File: config.mk
export PLATFORM = sky130hd
export DESIGN_NAME = ct_f_spsram_req_ctrl_flat
export DESIGN_NICKNAME = d
export VERILOG_FILES = /design/src/rtl/ct_f_spsram_req_ctrl_if.sv /design/src/rtl/ct_f_spsram_req_ctrl.sv /design/src/flat_wrapper.sv
export SDC_FILE = /design/constraint.sdc
export NUM_CORES = 1
export LEC_CHECK = 0
export ABC_AREA = 1
export CAP_MARGIN = 10
export CORE_AREA = 5 5 348 350
export DETAILED_ROUTE_END_ITERATION = 10
export DIE_AREA = 0 0 353 355
export MAX_ROUTING_LAYER = met4
export PLACE_DENSITY_LB_ADDON = 0.3
export SLEW_MARGIN = 20
export SYNTH_ARGS = -nofsm -noshare
export SYNTH_HDL_FRONTEND = slang
export SYNTH_SLANG_ARGS = --single-unit
export TNS_END_PERCENT = 50
File: constraint.sdc
create_clock -name CLK -period 14.2 [get_ports CLK]
set_input_delay 2.84 -clock CLK [delete_from_list [all_inputs] [get_ports CLK]]
set_output_delay 2.84 -clock CLK [all_outputs]
set_load 0.05 [all_outputs]
File: src/rtl/ct_f_spsram_req_ctrl_if.sv
// ----------------------------------------------------------------------------
// ct_f_spsram_req_ctrl_if
//   Request/response handshake bundle for ct_f_spsram_req_ctrl.
//
//   Request channel  : req_vld/req_rdy handshake carrying req_wr, req_addr,
//                      req_wdata and req_wmask (per-bit, active-high).
//   Response channel : rsp_vld/rsp_rdy handshake carrying rsp_rdata.
//                      Only reads produce a response.
//
//   Modports
//     master : the initiator that issues requests and consumes responses.
//     slave  : the controller that accepts requests and returns responses.
// ----------------------------------------------------------------------------
interface ct_f_spsram_req_ctrl_if #(
  parameter int unsigned ADDR_WIDTH = 10,
  parameter int unsigned DATA_WIDTH = 144
);

  logic                  req_vld;
  logic                  req_rdy;
  logic                  req_wr;
  logic [ADDR_WIDTH-1:0] req_addr;
  logic [DATA_WIDTH-1:0] req_wdata;
  logic [DATA_WIDTH-1:0] req_wmask;

  logic                  rsp_vld;
  logic                  rsp_rdy;
  logic [DATA_WIDTH-1:0] rsp_rdata;

  modport master (
    output req_vld,
    output req_wr,
    output req_addr,
    output req_wdata,
    output req_wmask,
    output rsp_rdy,
    input  req_rdy,
    input  rsp_vld,
    input  rsp_rdata
  );

  modport slave (
    input  req_vld,
    input  req_wr,
    input  req_addr,
    input  req_wdata,
    input  req_wmask,
    input  rsp_rdy,
    output req_rdy,
    output rsp_vld,
    output rsp_rdata
  );

endinterface

File: src/rtl/ct_f_spsram_req_ctrl.sv
// ----------------------------------------------------------------------------
// ct_f_spsram_req_ctrl
//   Initiator-side controller for a single-port SRAM macro with active-low
//   strobes (CEN/GWEN/WEN) and a one-cycle read latency on Q.
//
//   A valid/ready request stream is turned into SRAM strobes in the cycle the
//   request is accepted. Read data returns on Q one cycle later and is
//   captured into a 2-entry response FIFO. New requests are only accepted
//   while the FIFO plus the in-flight read leave room for another response,
//   so the FIFO can never overflow and one read per cycle is sustained when
//   responses are drained every cycle.
//
//   Optional feature (macro CT_SPSRAM_REQ_CTRL_INIT_EN):
//     defined   : after reset the whole array is zero-filled (one write per
//                 cycle, addresses 0..DEPTH-1) before traffic is accepted.
//     undefined : no sweep; the controller runs from the first cycle after
//                 reset and the array contents are left uninitialised.
//
//   Ports
//     CLK        clock, shared with the SRAM macro
//     RST        synchronous active-high reset; while high all outputs show
//                their idle/reset values
//     bus        request/response handshake (slave modport)
//     init_done  array ready for traffic
//     A          SRAM address
//     CEN        SRAM chip enable, active-low
//     GWEN       SRAM global write enable, active-low
//     WEN        SRAM per-bit write enable, active-low
//     D          SRAM write data
//     Q          SRAM read data, valid the cycle after a read access
// ----------------------------------------------------------------------------
module ct_f_spsram_req_ctrl #(
  parameter int unsigned ADDR_WIDTH = 10,
  parameter int unsigned DATA_WIDTH = 144
) (
  input  logic                  CLK,
  input  logic                  RST,
  ct_f_spsram_req_ctrl_if.slave bus,
  output logic                  init_done,
  output logic [ADDR_WIDTH-1:0] A,
  output logic                  CEN,
  output logic                  GWEN,
  output logic [DATA_WIDTH-1:0] WEN,
  output logic [DATA_WIDTH-1:0] D,
  input  logic [DATA_WIDTH-1:0] Q
);

  localparam int unsigned DEPTH = 2 ** ADDR_WIDTH;

`ifdef CT_SPSRAM_REQ_CTRL_INIT_EN
  typedef enum logic {StInit, StRun} state_e;
  localparam state_e RstState = StInit;
`else
  typedef enum logic {StRun} state_e;
  localparam state_e RstState = StRun;
`endif

  state_e state_q, state_d;

  // Response FIFO: two entries addressed by 1-bit pointers.
  logic [DATA_WIDTH-1:0] fifo_q [2];
  logic                  wr_ptr_q;
  logic                  rd_ptr_q;
  logic [1:0]            cnt_q;

  // A read was issued last cycle; its data is on Q this cycle.
  logic                  rd_pend_q;

  logic                  run;
  logic                  accept;
  logic                  rd_accept;
  logic                  push;
  logic                  pop;
  logic [2:0]            credit_used;

  // --------------------------------------------------------------------------
  // State register
  // --------------------------------------------------------------------------
  always_ff @(posedge CLK) begin
    if (RST) begin
      state_q <= RstState;
    end else begin
      state_q <= state_d;
    end
  end

`ifdef CT_SPSRAM_REQ_CTRL_INIT_EN
  // --------------------------------------------------------------------------
  // Zero-fill sweep: one write per cycle, addresses 0..DEPTH-1
  // --------------------------------------------------------------------------
  logic [ADDR_WIDTH-1:0] init_cnt_q, init_cnt_d;
  logic                  init_active;

  always_ff @(posedge CLK) begin
    if (RST) begin
      init_cnt_q <= '0;
    end else begin
      init_cnt_q <= init_cnt_d;
    end
  end

  always_comb begin
    state_d     = state_q;
    init_cnt_d  = init_cnt_q;
    init_active = 1'b0;
    unique case (state_q)
      StInit: begin
        init_active = 1'b1;
        init_cnt_d  = init_cnt_q + 1'b1;
        if (init_cnt_q == ADDR_WIDTH'(DEPTH - 1)) begin
          state_d = StRun;
        end
      end
      StRun: begin
        state_d = StRun;
      end
    endcase
  end
`else
  assign state_d = StRun;
`endif

  // --------------------------------------------------------------------------
  // Request acceptance and credit rule
  // --------------------------------------------------------------------------
  // Outputs are held at their idle values while RST is high, whatever state
  // the register still holds in that cycle.
  assign run       = (state_q == StRun) && !RST;
  assign init_done = run;

  assign pop  = bus.rsp_vld && bus.rsp_rdy;
  assign push = rd_pend_q;

  // Responses already owned (queued or on Q) after this cycle's pop. pop only
  // fires with a non-empty FIFO, so this cannot underflow.
  assign credit_used = {1'b0, cnt_q} + {2'b00, rd_pend_q} - {2'b00, pop};

  assign bus.req_rdy = run && (credit_used < 3'd2);
  assign accept      = bus.req_vld && bus.req_rdy;
  assign rd_accept   = accept && !bus.req_wr;

  // --------------------------------------------------------------------------
  // SRAM strobes (combinational in the accept cycle)
  // --------------------------------------------------------------------------
  always_comb begin
    CEN  = 1'b1;
    GWEN = 1'b1;
    WEN  = '1;
    A    = bus.req_addr;
    D    = bus.req_wdata;
    if (accept) begin
      CEN  = 1'b0;
      GWEN = ~bus.req_wr;
      WEN  = bus.req_wr ? ~bus.req_wmask : '1;
    end
`ifdef CT_SPSRAM_REQ_CTRL_INIT_EN
    else if (init_active && !RST) begin
      CEN  = 1'b0;
      GWEN = 1'b0;
      WEN  = '0;
      A    = init_cnt_q;
      D    = '0;
    end
`endif
  end

  // --------------------------------------------------------------------------
  // Read pipeline and response FIFO control
  // --------------------------------------------------------------------------
  always_ff @(posedge CLK) begin
    if (RST) begin
      rd_pend_q <= 1'b0;
      cnt_q     <= 2'd0;
      wr_ptr_q  <= 1'b0;
      rd_ptr_q  <= 1'b0;
    end else begin
      rd_pend_q <= rd_accept;
      if (push) begin
        wr_ptr_q <= ~wr_ptr_q;
      end
      if (pop) begin
        rd_ptr_q <= ~rd_ptr_q;
      end
      cnt_q <= cnt_q + {1'b0, push} - {1'b0, pop};
    end
  end

  // FIFO storage needs no reset: an empty FIFO presents zero on rsp_rdata.
  always_ff @(posedge CLK) begin
    if (push && !RST) begin
      fifo_q[wr_ptr_q] <= Q;
    end
  end

  assign bus.rsp_vld   = !RST && (cnt_q != 2'd0);
  assign bus.rsp_rdata = bus.rsp_vld ? fifo_q[rd_ptr_q] : '0;

endmodule

File: src/flat_wrapper.sv
// flat-port wrapper written by rule: the top's interface ports become plain ports
module ct_f_spsram_req_ctrl_flat 
#(
  parameter int unsigned ADDR_WIDTH = 10,
  parameter int unsigned DATA_WIDTH = 144
)
  (CLK, RST, init_done, A, CEN, GWEN, WEN, D, Q, bus_req_vld, bus_req_wr, bus_req_addr, bus_req_wdata, bus_req_wmask, bus_rsp_rdy, bus_req_rdy, bus_rsp_vld, bus_rsp_rdata);
  ct_f_spsram_req_ctrl_if #(.ADDR_WIDTH(ADDR_WIDTH), .DATA_WIDTH(DATA_WIDTH)) bus_i ();
  input  logic CLK;
  input  logic RST;
  output logic init_done;
  output logic [ADDR_WIDTH-1:0] A;
  output logic CEN;
  output logic GWEN;
  output logic [DATA_WIDTH-1:0] WEN;
  output logic [DATA_WIDTH-1:0] D;
  input  logic [DATA_WIDTH-1:0] Q;
  input wire logic [$bits(bus_i.req_vld)-1:0] bus_req_vld;
  input wire logic [$bits(bus_i.req_wr)-1:0] bus_req_wr;
  input wire logic [$bits(bus_i.req_addr)-1:0] bus_req_addr;
  input wire logic [$bits(bus_i.req_wdata)-1:0] bus_req_wdata;
  input wire logic [$bits(bus_i.req_wmask)-1:0] bus_req_wmask;
  input wire logic [$bits(bus_i.rsp_rdy)-1:0] bus_rsp_rdy;
  output wire logic [$bits(bus_i.req_rdy)-1:0] bus_req_rdy;
  output wire logic [$bits(bus_i.rsp_vld)-1:0] bus_rsp_vld;
  output wire logic [$bits(bus_i.rsp_rdata)-1:0] bus_rsp_rdata;
  assign bus_i.req_vld = bus_req_vld;
  assign bus_i.req_wr = bus_req_wr;
  assign bus_i.req_addr = bus_req_addr;
  assign bus_i.req_wdata = bus_req_wdata;
  assign bus_i.req_wmask = bus_req_wmask;
  assign bus_i.rsp_rdy = bus_rsp_rdy;
  assign bus_req_rdy = bus_i.req_rdy;
  assign bus_rsp_vld = bus_i.rsp_vld;
  assign bus_rsp_rdata = bus_i.rsp_rdata;
  ct_f_spsram_req_ctrl #(.ADDR_WIDTH(ADDR_WIDTH), .DATA_WIDTH(DATA_WIDTH)) u_core (.CLK(CLK), .RST(RST), .bus(bus_i), .init_done(init_done), .A(A), .CEN(CEN), .GWEN(GWEN), .WEN(WEN), .D(D), .Q(Q));
endmodule
==> results.py, run 1 <==
metrics = {
    "cts": {
        "cts_buffer_depth": 3,
        "clock_sinks": 294,
        "post_cts_resized": 0,
        "hold_buffers": 0,
        "post_cts_buffers": 0,
        "cts_made_buffers": 37,
        "cts-htree-levels": 2,
        "cts.root.buffer_cell": "clkbuf_16",
    },
    "run_status": {
        "stop_stage": "detailed routing",
        "firstError": "[ERROR DRT-0255] Maze Route cannot find path of net bus_req_wdata[12] in worker of routeBox ( 338100 289800 ) ( 353000 338100 ).",
        "status": "aborted with a tool error",
    },
    "floorplan": {
        "initial_utilization": 0.123,
        "die_width_um": 353,
        "io-pin-count": 894,
        "die_h_um": 355,
        "rows": 126,
    },
    "global_routing": {
        "grt_start_max_net_pins": 129,
        "grt_pass1_wl_um": 116000,
        "overflow": 0,
        "grt_pass1_vias": 11200,
        "antenna_found_initial": 35,
        "grtUsageTotal": 0.143,
    },
    "synth": {
        "synth_cell_types": 19,
        "avgSynthCellArea_um2": 10.0,
        "synth_top_area_cell": "edfxtp_1",
        "synth_top_area_share": 0.597,
        "ys_seq_area_frac": 0.605,
        "ys_ff_latch": 294,
        "synth_cells": 1446,
        "yosysWarnings": 0,
        "syn_nets": 1896,
        "netlist_area_um2": 14500,
        "synth.top_cells.by_area": "edfxtp_1 (60%), buf_4 (8.4%), inv_1 (7.8%)",
    },
    "placement": {
        "place_ws_ps": 3780,
        "placed_cells": 3329,
        "routabilityCongestion": 0.950,
        "detailed_place_hpwl_um": 77400,
        "port-buffer-count": 585,
    },
}
[cells by family after synthesis]
family                   share of synthesized area
AO/OA/AOI/OAI                               0.0512
adder cells (fa/ha/maj)                    0.00311
buffers and inverters                        0.197
flip-flops                                   0.605
AND/OR/NAND/NOR                              0.143
[cell usage after synthesis]
cell type / n
clkbuf_1: 51
nor3_1: 1
inv_1: 299
ha_1: 2
a21oi_4: 1
o21ai_0: 144
fa_1: 1
buf_2: 15
nor2_1: 8
nor2_2: 1
buf_4: 162
dfxtp_1: 6
nand3_1: 2
buf_6: 22
a21oi_1: 1
inv_2: 1
nand2_1: 296
nand4_1: 145
edfxtp_1: 288
[per-layer routing]
layer,track usage
met5,-
met4,0.0611
met3,0.0639
met2,0.264
met1,0.128
[per-stage QoR]
stage	area, um^2	hold slack [ps]
after floorplan	14500	443
after global placement	20700	451
after detailed placement	20700	464
after CTS	21800	472
after global routing	21800	493
==> run 2: changes to the inputs <==
CORE_AREA = 5 5 349 351   (was 5 5 348 350)
DIE_AREA = 0 0 354 356   (was 0 0 353 355)
MAX_ROUTING_LAYER = default   (was met4)
PLACE_DENSITY_LB_ADDON = 0.15   (was 0.3)
clock period = 18.5 ns   (was 14.2 ns; I/O delays follow)
==> results.py, run 2 <==
metrics = {
    "timing": {
        "worst_slew_pin_slew_ps": 1050,
        "fin_ws_ps": 6320,
        "hold_viol": 0,
        "drv_slew": 0,
        "fin_skew_ps": 20.2,
        "period_minus_slack_ps": 12180,
        "fmax_mhz": 82.1,
        "slew_headroom": 0.300,
        "setup_viol": 0,
        "rsz0062_at_grt": "no",
        "hold_ws_ps": 473,
        "fin_setup_tns_ps": 0,
        "fin_crit_sh": 0.658,
    },
    "cts": {
        "tritoncts": "yes",
        "post_cts_buffers": 0,
        "clock_sinks": 294,
        "cts-htree-levels": 2,
        "post_cts_resized": 0,
        "cts_made_buffers": 39,
        "cts_buffer_depth": 3,
        "hold_buffers": 0,
        "insertion_delay_ps": 560,
        "cts.clk_slew.worst_paths_ps": 60,
        "cts.root.buffer_cell": "clkbuf_16",
    },
    "placement": {
        "port-buffer-count": 585,
        "place_ws_ps": 6360,
        "routabilityCongestion": 0.916,
        "detailed_place_hpwl_um": 82400,
        "placed_area_um2": 20700,
    },
    "setup_path": {
        "cp_max_fo": 88,
        "cp-start-kind": "input port",
        "cp_data_required_time_ps": 14800,
        "crit_family": "buffers and inverters",
        "cp_cell_sequence": "clkdlybuf4s50_1, inv_1, nand3_1, inv_1, ha_1, inv_1, ha_1, fa_1, nor2_1, nand2_1, nor2_4, buf_4, buf_4, nand4_1, clkdlybuf4s50_1",
        "worst_path_largest_cell_delay_ps": 780,
        "worst-path-buf-inv": 7,
        "slowest_stage": "clkdlybuf4s50_1",
        "cp.arrival_ps": 8480,
        "setup.worst_path.class": "in -> out",
        "cp_common_cell": "inv_1",
        "cp-end-kind": "primary output",
    },
    "synth": {
        "yosysWarnings": 0,
        "postSynth.asyncResetShare": 0,
        "ys_seq_area_frac": 0.605,
        "yosysMostFrequentCell": "inv_1",
        "synth_flop_cell": "edfxtp_1",
        "synth_cell_types": 19,
        "avgSynthCellArea_um2": 10.0,
        "netlist_area_um2": 14500,
        "syn_nets": 1896,
        "ys_top_cells_by_count": "inv_1 (299), nand2_1 (296), edfxtp_1 (288)",
        "synth_cells": 1446,
        "synth.top_cells.by_area": "edfxtp_1 (60%), buf_4 (8.4%), inv_1 (7.8%)",
        "synth_top_area_share": 0.597,
        "synth_edf_count": 288,
        "synth_top_area_cell": "edfxtp_1",
        "ys_ff_latch": 294,
    },
    "worst_hold_path": {
        "hp-class": "reg -> reg",
    },
    "run_status": {
        "status": "complete, no violations",
    },
    "layout": {
        "fillCellCount": 13100,
        "reg_top3": "u_core.fifo_q: 288 flops, u_core.cnt_q: 2 flops",
        "syn_to_final_growth_pct": 51.6,
        "fin_nets": 2287,
        "finalInstanceArea_um2": 22000,
        "layout_common_cells": "clkdlybuf4s50_1 (583), inv_1 (299), nand2_1 (296)",
        "largest-register": "u_core.fifo_q",
        "largest_reg_flops": 288,
        "drive_above_1_share": 0.0408,
        "final_common_cell": "clkdlybuf4s50_1",
    },
    "drt": {
        "detail_route.wl_per_cell_um": 28.8,
        "drt-total-wl_um": 98500,
        "first_pass_iters": 5,
        "vias": 11600,
        "drtIter0Drc": 513,
        "ant_nets": 0,
        "vias_per_cell": 3.38,
        "drc": 0,
    },
    "floorplan": {
        "die_width_um": 354,
        "io-pin-count": 894,
        "dieArea_um2": 126000,
        "coreArea_um2": 119000,
        "die_h_um": 356,
        "initial_utilization": 0.122,
        "rows": 127,
    },
    "power_and_ir_drop": {
        "leakage_nw": 8.34,
        "ir_worst_vdd_mv": 0.0556,
        "power_density_nw_per_um2": 91.2,
    },
    "global_routing": {
        "overflow": 0,
        "grt_pass1_wl_um": 125000,
        "grt_start_max_net_pins": 89,
        "grtUsageTotal": 0.148,
        "grt_pass1_vias": 11900,
        "antenna_found_initial": 38,
    },
    "flow_run": {
        "max_cap_violations": 0,
    },
}
## run 2: worst paths after layout
check | startpoint | to | slack (ps) | cells past startpoint
worst max-delay path | RST | WEN[94] | 6320 | 15
worst min-delay path | u_core.wr_ptr_q | u_core.wr_ptr_q | 470 | 2
worst max register to register | u_core.cnt_q[1] | u_core.push | 14490 | 15
worst min register to register | u_core.wr_ptr_q | u_core.wr_ptr_q | 470 | 2
## run 2: kinds of logic (layout without fill, tap and decap cells)
family / count (synthesis) / after routing / share of synthesized area
buf+inv: 550 / 969 / 0.197
other cells: 0 / 12 / 0
simple gates: 453 / 453 / 0.143
flops: 294 / 294 / 0.605
fa+ha+maj: 3 / 3 / 0.00311
compound gates: 146 / 146 / 0.0512
## run 2: per-layer routing
metal / track usage / vias up / part of all wire
li1: - / 5374 / -
met1: 0.131 / 5382 / 0.31
met2: 0.269 / 684 / 0.51
met3: 0.108 / 131 / 0.16
met4: 0.0338 / 20 / 0.021
met5: 0 / - / 0.0013
## run 2: layout make-up
| cell class | count | area [um^2] | area share |
|---|---|---|---|
| sequential | 294 | 8770 | 0.400 |
| antenna | 12 | 30.0 | 0.00137 |
| clock inverter | 24 | 204 | 0.00929 |
| tap | 1548 | 1940 | 0.0882 |
| multi-input combinational | 602 | 2870 | 0.131 |
| timing repair buffer | 600 | 5970 | 0.272 |
| clock buffer | 45 | 1040 | 0.0474 |
| inverter | 300 | 1130 | 0.0513 |
## run 2: tightest hold or removal path, cell delays in order, from the launching register on
cell	delay (ps)
dfxtp_1	310
nand2_1	60
a21oi_1	60
## run 2: through the flow
step	total power [mW]	instances	util
floorplan	1.15	1446	-
global placement	1.27	3344	0.174
detailed placement	1.27	3344	0.174
CTS	2.06	3413	0.185
global route	2.10	3414	0.185
finish	2.00	3425	0.185
## run 2: power by group
group | internal [mW] | switching [mW] | total, mW | leakage (nW)
sequential | 0.748 | 0.00634 | 0.755 | 2.65
clock | 0.444 | 0.307 | 0.752 | 0.605
combinational | 0.159 | 0.338 | 0.497 | 5.08
total | 1.35 | 0.652 | 2.00 | 8.34
(Power assumes the default switching activity.)
